**src/rtl/cpu_ctrl_pkg.sv**
```systemverilog
// Shared definitions for the CPU control sequencer and its helpers.
// Contents: control-word width and field positions, FSM state encodings,
// PC function codes, the fixed fetch control word and the memory-stall
// gating function applied to execute-state control words.
package cpu_ctrl_pkg;

  localparam int CW_W = 33;

  // Control-word field positions
  localparam int CW_REG_W       = 9;
  localparam int CW_RAM_EN      = 8;
  localparam int CW_PC_FS_HI    = 5;
  localparam int CW_PC_FS_LO    = 4;
  localparam int CW_STATUS_LOAD = 2;
  localparam int CW_NS_HI       = 1;
  localparam int CW_NS_LO       = 0;

  typedef enum logic [1:0] {
    ST_FETCH = 2'b00,
    ST_EX1   = 2'b01,
    ST_EX2   = 2'b10,
    ST_EX3   = 2'b11
  } state_t;

  localparam logic [1:0] PC_HOLD = 2'b00;
  localparam logic [1:0] PC_INC  = 2'b01;

  // Fetch drives RAM data onto the bus and nothing else
  localparam logic [CW_W-1:0] FETCH_CW = 33'h0_0000_0100;

  // While RAM is not ready the datapath must not commit anything:
  // suppress register write, flag load and PC update, keep the rest.
  function automatic logic [CW_W-1:0] cw_stall_gate(input logic [CW_W-1:0] cw);
    logic [CW_W-1:0] g;
    g                            = cw;
    g[CW_REG_W]                  = 1'b0;
    g[CW_STATUS_LOAD]            = 1'b0;
    g[CW_PC_FS_HI:CW_PC_FS_LO]   = PC_HOLD;
    return g;
  endfunction

endpackage

```
**src/rtl/control_sequencer_cw_select.sv**
```systemverilog
// cw_select: picks the control word of the lowest-index decoder whose
// opcode match bit is set.
// Ports:
//   i_dec_hit  per-decoder match bits
//   i_dec_cw   flattened control words, decoder i at [CW_W*i +: CW_W]
//   o_cw       selected control word (decoder 0's word when nothing hits)
//   o_hit_any  at least one decoder matched
module cw_select
  import cpu_ctrl_pkg::*;
#(
  parameter int NUM_DEC = 4
) (
  input  logic [NUM_DEC-1:0]      i_dec_hit,
  input  logic [NUM_DEC*CW_W-1:0] i_dec_cw,
  output logic [CW_W-1:0]         o_cw,
  output logic                    o_hit_any
);

  localparam int SEL_W = (NUM_DEC > 1) ? $clog2(NUM_DEC) : 1;

  logic [SEL_W-1:0] w_sel;
  logic [CW_W-1:0]  w_cw;

  // Priority encode: scanning downward leaves the lowest set index last
  always_comb begin
    w_sel = '0;
    for (int i = NUM_DEC - 1; i >= 0; i--) begin
      w_sel = i_dec_hit[i] ? SEL_W'(i) : w_sel;
    end
  end

  // NUM_DEC:1 mux of the decoder control words
  always_comb begin
    w_cw = '0;
    for (int i = 0; i < NUM_DEC; i++) begin
      w_cw = (w_sel == SEL_W'(i)) ? i_dec_cw[i*CW_W +: CW_W] : w_cw;
    end
  end

  assign o_cw      = w_cw;
  assign o_hit_any = |i_dec_hit;

endmodule

```
**src/rtl/control_sequencer.sv**
```systemverilog
// control_sequencer: multi-cycle control FSM for the CPU datapath.
// Fetches an instruction into the IR, then forwards the control word of the
// matching class decoder each execute state until a word with NS=00 retires
// the instruction. Handles memory-stall gating, status latching, sticky
// illegal-opcode trap and a retired-instruction counter.
// Ports:
//   i_clock, i_reset_n   clock, synchronous active-low reset
//   i_run                permission to start a new fetch
//   i_mem_ready          RAM access completes this cycle
//   i_instr_in           RAM read data during fetch
//   i_status_in          ALU flags from the datapath
//   i_dec_hit, i_dec_cw  per-decoder match bits and flattened control words
//   o_ir, o_state        instruction register and FSM state (to decoders)
//   o_status             latched flags (to branch decoder)
//   o_cw_out             control word to datapath
//   o_illegal_op         sticky trap indicator
//   o_retired            completed-instruction count
module control_sequencer
  import cpu_ctrl_pkg::*;
#(
  parameter int NUM_DEC = 4,
  parameter int CNT_W   = 32
) (
  input  logic                    i_clock,
  input  logic                    i_reset_n,
  input  logic                    i_run,
  input  logic                    i_mem_ready,
  input  logic [31:0]             i_instr_in,
  input  logic [4:0]              i_status_in,
  input  logic [NUM_DEC-1:0]      i_dec_hit,
  input  logic [NUM_DEC*CW_W-1:0] i_dec_cw,
  output logic [31:0]             o_ir,
  output logic [1:0]              o_state,
  output logic [4:0]              o_status,
  output logic [CW_W-1:0]         o_cw_out,
  output logic                    o_illegal_op,
  output logic [CNT_W-1:0]        o_retired
);

  state_t           r_state;
  logic             r_trap;
  logic [31:0]      r_ir;
  logic [4:0]       r_status;
  logic [CNT_W-1:0] r_retired;

  logic [CW_W-1:0]  w_sel_cw;
  logic             w_hit_any;
  logic             w_fetch_go;
  logic             w_stall;
  state_t           w_state_nxt;
  logic             w_trap_nxt;
  logic             w_retire;
  logic             w_ir_load;
  logic [CW_W-1:0]  w_cw;

  cw_select #(
    .NUM_DEC (NUM_DEC)
  ) u_cw_select (
    .i_dec_hit (i_dec_hit),
    .i_dec_cw  (i_dec_cw),
    .o_cw      (w_sel_cw),
    .o_hit_any (w_hit_any)
  );

  assign w_fetch_go = i_run & i_mem_ready;
  assign w_stall    = w_sel_cw[CW_RAM_EN] & ~i_mem_ready;

  // State register and trap flag
  always_ff @(posedge i_clock) begin
    if (!i_reset_n) begin
      r_state <= ST_FETCH;
      r_trap  <= 1'b0;
    end else begin
      r_state <= w_state_nxt;
      r_trap  <= w_trap_nxt;
    end
  end

  // Next-state logic; also flags IR load and instruction retirement
  always_comb begin
    w_state_nxt = r_state;
    w_trap_nxt  = r_trap;
    w_retire    = 1'b0;
    w_ir_load   = 1'b0;
    if (r_trap) begin
      w_state_nxt = ST_FETCH;
    end else begin
      case (r_state)
        ST_FETCH: begin
          if (w_fetch_go) begin
            w_state_nxt = ST_EX1;
            w_ir_load   = 1'b1;
          end else begin
            w_state_nxt = ST_FETCH;
          end
        end
        ST_EX1, ST_EX2, ST_EX3: begin
          if (!w_hit_any) begin
            // Trap parks the visible state at FETCH
            w_trap_nxt  = 1'b1;
            w_state_nxt = ST_FETCH;
          end else if (w_stall) begin
            w_state_nxt = r_state;
          end else begin
            w_state_nxt = state_t'(w_sel_cw[CW_NS_HI:CW_NS_LO]);
            w_retire    = (w_sel_cw[CW_NS_HI:CW_NS_LO] == ST_FETCH);
          end
        end
        default: begin
          w_state_nxt = ST_FETCH;
        end
      endcase
    end
  end

  // Output control word; zero while in reset or trapped
  always_comb begin
    w_cw = '0;
    if (!i_reset_n) begin
      w_cw = '0;
    end else if (r_trap) begin
      w_cw = '0;
    end else begin
      case (r_state)
        ST_FETCH: begin
          w_cw                          = FETCH_CW;
          w_cw[CW_PC_FS_HI:CW_PC_FS_LO] = w_fetch_go ? PC_INC : PC_HOLD;
        end
        ST_EX1, ST_EX2, ST_EX3: begin
          if (!w_hit_any) begin
            w_cw = '0;
          end else if (w_stall) begin
            w_cw = cw_stall_gate(w_sel_cw);
          end else begin
            w_cw = w_sel_cw;
          end
        end
        default: begin
          w_cw = '0;
        end
      endcase
    end
  end

  // IR, latched status and retired counter
  always_ff @(posedge i_clock) begin
    if (!i_reset_n) begin
      r_ir      <= 32'h0000_0000;
      r_status  <= 5'b00000;
      r_retired <= '0;
    end else begin
      if (w_ir_load) begin
        r_ir <= i_instr_in;
      end else begin
        r_ir <= r_ir;
      end
      if (w_cw[CW_STATUS_LOAD]) begin
        r_status <= i_status_in;
      end else begin
        r_status <= r_status;
      end
      if (w_retire) begin
        r_retired <= r_retired + CNT_W'(1);
      end else begin
        r_retired <= r_retired;
      end
    end
  end

  assign o_ir         = r_ir;
  assign o_state      = r_state;
  assign o_status     = r_status;
  assign o_cw_out     = w_cw;
  assign o_illegal_op = r_trap;
  assign o_retired    = r_retired;

endmodule

```
**config.mk**
```make
export PLATFORM = sky130hd
export DESIGN_NAME = control_sequencer
export DESIGN_NICKNAME = d
export VERILOG_FILES = /design/src/rtl/cpu_ctrl_pkg.sv /design/src/rtl/control_sequencer_cw_select.sv /design/src/rtl/control_sequencer.sv
export SDC_FILE = /design/constraint.sdc
export NUM_CORES = 1
export LEC_CHECK = 0
export ABC_CLOCK_PERIOD_IN_PS = 4220
export CAP_MARGIN = 40
export CORE_MARGIN = 3
export CORE_UTILIZATION = 37
export DETAILED_ROUTE_END_ITERATION = 6
export GPL_ROUTABILITY_DRIVEN = 0
export PLACE_DENSITY = 0.81
export SLEW_MARGIN = 0
export SYNTH_ARGS = -nofsm -noshare
export SYNTH_HDL_FRONTEND = slang
export SYNTH_HIERARCHICAL = 1
export SYNTH_SLANG_ARGS = --single-unit
```
**constraint.sdc**
```tcl
create_clock -name i_clock -period 4.22 [get_ports i_clock]
set_input_delay 1.266 -clock i_clock [delete_from_list [all_inputs] [get_ports i_clock]]
set_output_delay 1.266 -clock i_clock [all_outputs]
set_load 0.005 [all_outputs]
```
Word-level counts from Yosys, hierarchy flattened
Cells that the tools add are included.
{"block": "totals", "reg_bits": 72, "latch_bits": 0, "mem_bits_rw": 0, "rom_bits": 0, "inputBits": 177, "elab_cells": 50, "memories": 0}
{"block": "classes", "add_sub_neg": 1, "n_mul": 0, "div_mod_pow": 0, "order_cmp": 0, "n_eq_ne": 7, "n_shift": 0, "muxes": 27, "bitwise": 4, "n_reduce_logical": 6}
{"operator": "33-bit two-way mux", "n": 7}
{"operator": "33-bit one-hot mux with 2 select lines", "n": 1}
{"operator": "32-bit by 1-bit adder with 32-bit output (second input constant)", "n": 1}
{"operator": "2-bit two-way mux", "n": 6}
{"operator": "1-bit two-way mux", "n": 11}
{"operator": "10-bit two-way mux", "n": 1}
{"operator": "2-bit equality test (second input constant)", "n": 4}
{"operator": "2-bit zero test", "n": 3}
{"operator": "2-bit by 1-bit equality test with 1-bit output (second input constant)", "n": 2}
{"operator": "2-bit one-hot mux with 2 select lines", "n": 1}
{"operator": "4-bit OR reduction", "n": 1}
{"operator": "3-bit != test (second input constant)", "n": 1}
{"operator": "3-bit OR reduction", "n": 1}
{"operator": "1-bit AND", "n": 2}
{"operator": "1-bit NOT", "n": 2}
{"operator": "2-bit OR reduction", "n": 1}

Depth between registers and ports, before layout
{"block": "depth", "depth_word": 15, "depth_mapped": 13, "ltp_nobuf": 8}

Cells and area by module
Netlist, hierarchy kept.
{"mod": "control_sequencer", "n_inst": 1, "cells_per_inst": 411, "area_per_inst_um2": 3290.7, "seq_area_each_um2": 1441.4}
{"mod": "cw_select", "n_inst": 1, "cells_per_inst": 212, "area_per_inst_um2": 1152.4, "seq_area_each_um2": 0.0}

Worst setup path after synthesis
OpenSTA, ideal clock, no wires.
{"block": "synth_timing", "path_type": "input -> output", "start": "input port i_dec_hit[2]", "end": "output port o_cw_out[2]", "arrival_ns": 2.675, "required_ns": 2.954, "slack_ns": 0.279, "cell_stages": 10, "cell_sequence": "clkbuf_8 > nor2b_4 > nand2_1 > buf_2 > nor2_1 > a21oi_1 > nand2b_1 > buf_2 > nand4_1 > inv_1"}
{"block": "synth_via", "elab_chain_cells": 14}
{"item": "from (decl)", "line_no": "control_sequencer.sv:30", "rtl": "input logic [NUM_DEC-1:0] i_dec_hit,"}
{"item": "2-bit two-way mux * (3 in a row)", "line_no": "control_sequencer_cw_select.sv:28", "rtl": "w_sel = i_dec_hit[i] ? SEL_W'(i) : w_sel;"}
{"item": "2-bit zero test", "line_no": "control_sequencer_cw_select.sv:36", "rtl": "w_cw = (w_sel == SEL_W'(i)) ? i_dec_cw[i*CW_W +: CW_W] : w_cw;"}
{"item": "33-bit two-way mux (3 in a row)", "line_no": "control_sequencer_cw_select.sv:36"}
{"item": "33-bit two-way mux *", "line_no": "control_sequencer_cw_select.sv:36"}
{"item": "via w_sel_cw[8]", "line_no": "control_sequencer.sv:46", "rtl": "logic [CW_W-1:0] w_sel_cw;"}
{"item": "1-bit AND *", "line_no": "control_sequencer.sv:66", "rtl": "assign w_stall = w_sel_cw[CW_RAM_EN] & ~i_mem_ready;"}
{"item": "10-bit two-way mux *", "line_no": "control_sequencer.sv:132", "rtl": "end else if (w_stall) begin"}
{"item": "33-bit two-way mux *", "line_no": "control_sequencer.sv:130", "rtl": "if (!w_hit_any) begin"}
{"item": "33-bit one-hot mux with 2 select lines *", "line_no": "control_sequencer.sv:124", "rtl": "case (r_state)"}
{"item": "33-bit two-way mux *", "line_no": "control_sequencer.sv:121", "rtl": "end else if (r_trap) begin"}
{"item": "33-bit two-way mux *", "line_no": "control_sequencer.sv:119", "rtl": "if (!i_reset_n) begin"}
{"item": "to (decl)", "line_no": "control_sequencer.sv:35", "rtl": "output logic [CW_W-1:0] o_cw_out,"}
Mark *: on every way through the listed nets, which the timed path passes. The rest lies on a longest branch.

Worst setup path in the final report
{"block": "layout_timing", "start": "input port i_dec_hit[3]", "end": "output port o_cw_out[18]"}
{"block": "layout_via", "elab_chain_cells": 13}
{"item": "2-bit two-way mux * (4 in a row)", "line_no": "control_sequencer_cw_select.sv:28"}
{"item": "2-bit zero test", "line_no": "control_sequencer_cw_select.sv:36"}
{"item": "33-bit two-way mux (3 in a row)", "line_no": "control_sequencer_cw_select.sv:36"}
{"item": "33-bit two-way mux *", "line_no": "control_sequencer_cw_select.sv:36"}
{"item": "via w_sel_cw[18]", "line_no": "control_sequencer.sv:46"}
{"item": "33-bit two-way mux *", "line_no": "control_sequencer.sv:130"}
{"item": "33-bit one-hot mux with 2 select lines *", "line_no": "control_sequencer.sv:124"}
{"item": "33-bit two-way mux *", "line_no": "control_sequencer.sv:121"}
{"item": "33-bit two-way mux *", "line_no": "control_sequencer.sv:119"}
Marked as above.

==> run metrics <==
status finished clean; synthesis warning total 6; max-cap viol count 0; Worst setup SP type input port; Layout Nets ~1,100; Max VDD drop 249 uV; WL final ~19 mm; H-tree depth 3; Unique masters post-synth 50; height of the die 116 um; port bufs 281; Final Hold Fails 0; initial antenna violation count 0; Placed Cells incl. Taps 1,049; setup TNS 0 ns; Row Count 39; Initial DRT Pass Iterations 5; Post-DP HPWL 14.7 mm; Hold WC Path Type register to register; Vias/cell approximately 5.4; vias in the first global route 5,697; Initial Util 0.384; Crit path max-delay family buffers and inverters; Mapped Avg Cell Area 7.13 sq um; required time of the critical path 2.95 ns; worst path cell trace clkdlybuf4s15_2 > nor2b_4 > buf_6 > nand2_4 > buf_12 > buf_4 > nor2_1 > a21oi_1 > and3_1 > clkdlybuf4s50_1; Setup-failing EPs final 0; die width about 120 um; fin crit share 0.993; clk buf depth 2; CTS hold repair buffers 0; Seq/Total Area, Yosys 0.324; post-synthesis register bit count 72; GRT overflow 0; fillers 910; CTS root buffer clkbuf_16; post-route ant nets 0; Residual DRC 0; WL per Instance roughly 18 um; clock-pin slew on the worst setup and hold paths 0.06 ns; core area 11,600 sq um; die footprint 13,400 sq um; Clock Latency Late Sink around 0.33 ns; Placed Instance Area 7650 sq um; RSZ-0062 raised after global routing true; DRT iter0 DRCs 390; clk_skew 0.00793 ns; Worst Tran Pin Value between 0.6 and 0.7 ns; total track usage 0.272; Final Critical Period 4.19 ns; CP endpoint kind primary output; r2r setup slk 2.12 ns; final non-filler cell total 1,076; Ports 282; Mapped Cells 623; total clock sinks 72; Worst Path Arrival 2.93 ns; Slew Viols, Final 0; total number of vias 5,845; Slew HR 0.573; CTS tree yes; fin area 8170 sq um; Lkg Pwr 3.52 nW; Mapped Area roughly 4400 sq um; area grow syn2layout 83.8%; CP Class input port to primary output; WP buf/inv 5; Peak Freq 239 MHz; Inserted Clock Buffers 9; final core occ 0.706; share of cells above drive strength 1 0.117; pin count of the biggest net entering global routing 48; crit path max fanout 6; PD cells around 240 nW/um^2; critical path's slowest cell clkdlybuf4s50_1; Total Power 0.00197 W; first-pass GRT wire length 29.1 mm; number of diodes 0; Synth Net Count between 800 and 900; CP peak stage delay 0.44 ns
[area by class of cell]
| class | instances | area [sq um] | share of cell area |
|---|---|---|---|
| inverters | 23 | 86.3 | 0.0106 |
| clock inverters | 6 | 67.6 | 0.00827 |
| repair buffers | 343 | 3440 | 0.421 |
| multi-input cells | 479 | 2720 | 0.333 |
| well taps | 143 | 179 | 0.0219 |
| clock buffers | 10 | 229 | 0.0280 |
| flip-flops and latches | 72 | 1440 | 0.177 |
[placed cells by master, fill, tap and decap left out, types with 3 or more instances in the layout]
cell and instances:
nand2_1 118, nor2_2 5, and4_1 6, buf_4 42
buf_12 7, a21oi_1 96, nand3_1 11, nor4_1 7
nor2_1 40, or4_1 14, dlygate4sd2_1 4, o21ai_1 11
dlymetal6s2s_1 18, clkbuf_16 9, dfxtp_1 72, o22ai_1 10
o21ai_0 13, and3_1 33, o21a_1 4, buf_6 12
inv_1 22, nand2b_1 9, nor3_1 3, a211oi_1 5
nand4_1 8, mux2i_1 13, clkdlybuf4s50_1 252, or3_1 6
or2_2 3, o31ai_1 14, a211o_1 5, a2bb2oi_1 18
[sequential cells by signal, indices dropped and copies added (netlist names)]
register,cells
o_illegal_op,1
o_ir,32
o_retired,32
o_state,2
o_status,5
[kinds of logic after synthesis]
| family | after synthesis | share of synthesized area |
|---|---|---|
| AO/OA/AOI/OAI | 184 | 0.249 |
| flip-flops | 72 | 0.324 |
| multiplexers | 13 | 0.0293 |
| XOR/XNOR | 2 | 0.00394 |
| buffers and inverters | 72 | 0.0772 |
| AND/OR/NAND/NOR | 279 | 0.314 |
| adder cells (fa/ha/maj) | 1 | 0.00282 |
[synth_stat cells, drive strengths merged]
master | instances | area [sq um]
mux2i | 13 | 130
buf | 15 | 119
a211oi | 6 | 45.0
a2bb2oi | 18 | 158
o311ai | 1 | 8.76
o21ai | 25 | 125
nand4 | 9 | 62.6
inv | 22 | 82.6
xor2 | 2 | 17.5
nand2 | 121 | 457
o21a | 4 | 30.0
a211o | 5 | 43.8
nor4b | 2 | 32.5
o31a | 1 | 8.76
dfxtp | 72 | 1440
clkbuf | 34 | 138
nand4bb | 1 | 11.3
nor2b | 4 | 32.5
or2 | 3 | 18.8
nand3 | 11 | 55.1
ha | 1 | 12.5
nand2b | 9 | 56.3
o22ai | 10 | 62.6
or3 | 6 | 37.5
o21bai | 1 | 18.8
nor4 | 7 | 43.8
and4 | 6 | 52.6
nor3 | 3 | 15.0
and2 | 2 | 15.0
o41ai | 1 | 8.76
nor2 | 47 | 186
or4 | 14 | 105
and3 | 34 | 213
a21oi | 98 | 490
clkinv | 1 | 3.75
o31ai | 14 | 105
[timing repair]
item / in CTS / in global routing
setup endpoints to repair: 33 / 28
resized for setup: 39 / 44
buffers inserted: 3 / 7
cloned: 0 / 1
pin swaps: 5 / 10
[worst paths after layout]
check,startpoint,endpoint,cells past startpoint
max,i_dec_hit[3],o_cw_out[18],10
min,o_ir[12],o_ir[12],2
min reg2reg,o_ir[12],o_ir[12],2
max reg2reg,o_retired[8],o_retired[23],4
[per-layer routing]
metal | share of wire | GRT usage
met4 | 0.039 | 0.107
met5 | 0 | 0
met1 | 0.38 | 0.313
met3 | 0.076 | 0.0621
met2 | 0.50 | 0.489
[power by group]
group	leakage, nW	internal [W]	total (W)	switching [W]
clock network	0.139	0.000459	0.000753	0.000293
registers	0.584	0.000698	0.000709	0.0000106
logic	2.79	0.000310	0.000507	0.000196
total	3.52	0.00147	0.00197	0.000500
[tightest hold or removal path: cells and delay by family (launching register included)]
kind	cells	cell delay (ns)
flops	1	0.30
simple gates	1	0.05
compound gates	1	0.05
[per-stage QoR]
stage | setup slack, ns | hold WS, ns
3_3_place_gp | -0.505 | 0.442
2_1_floorplan | 0.279 | 0.453
6_report | 0.0285 | 0.455
3_5_place_dp | -0.556 | 0.446
5_1_grt | -0.0243 | 0.468
4_1_cts | -0.00307 | 0.454
Note: power is estimated with default switching activity, not from simulation.
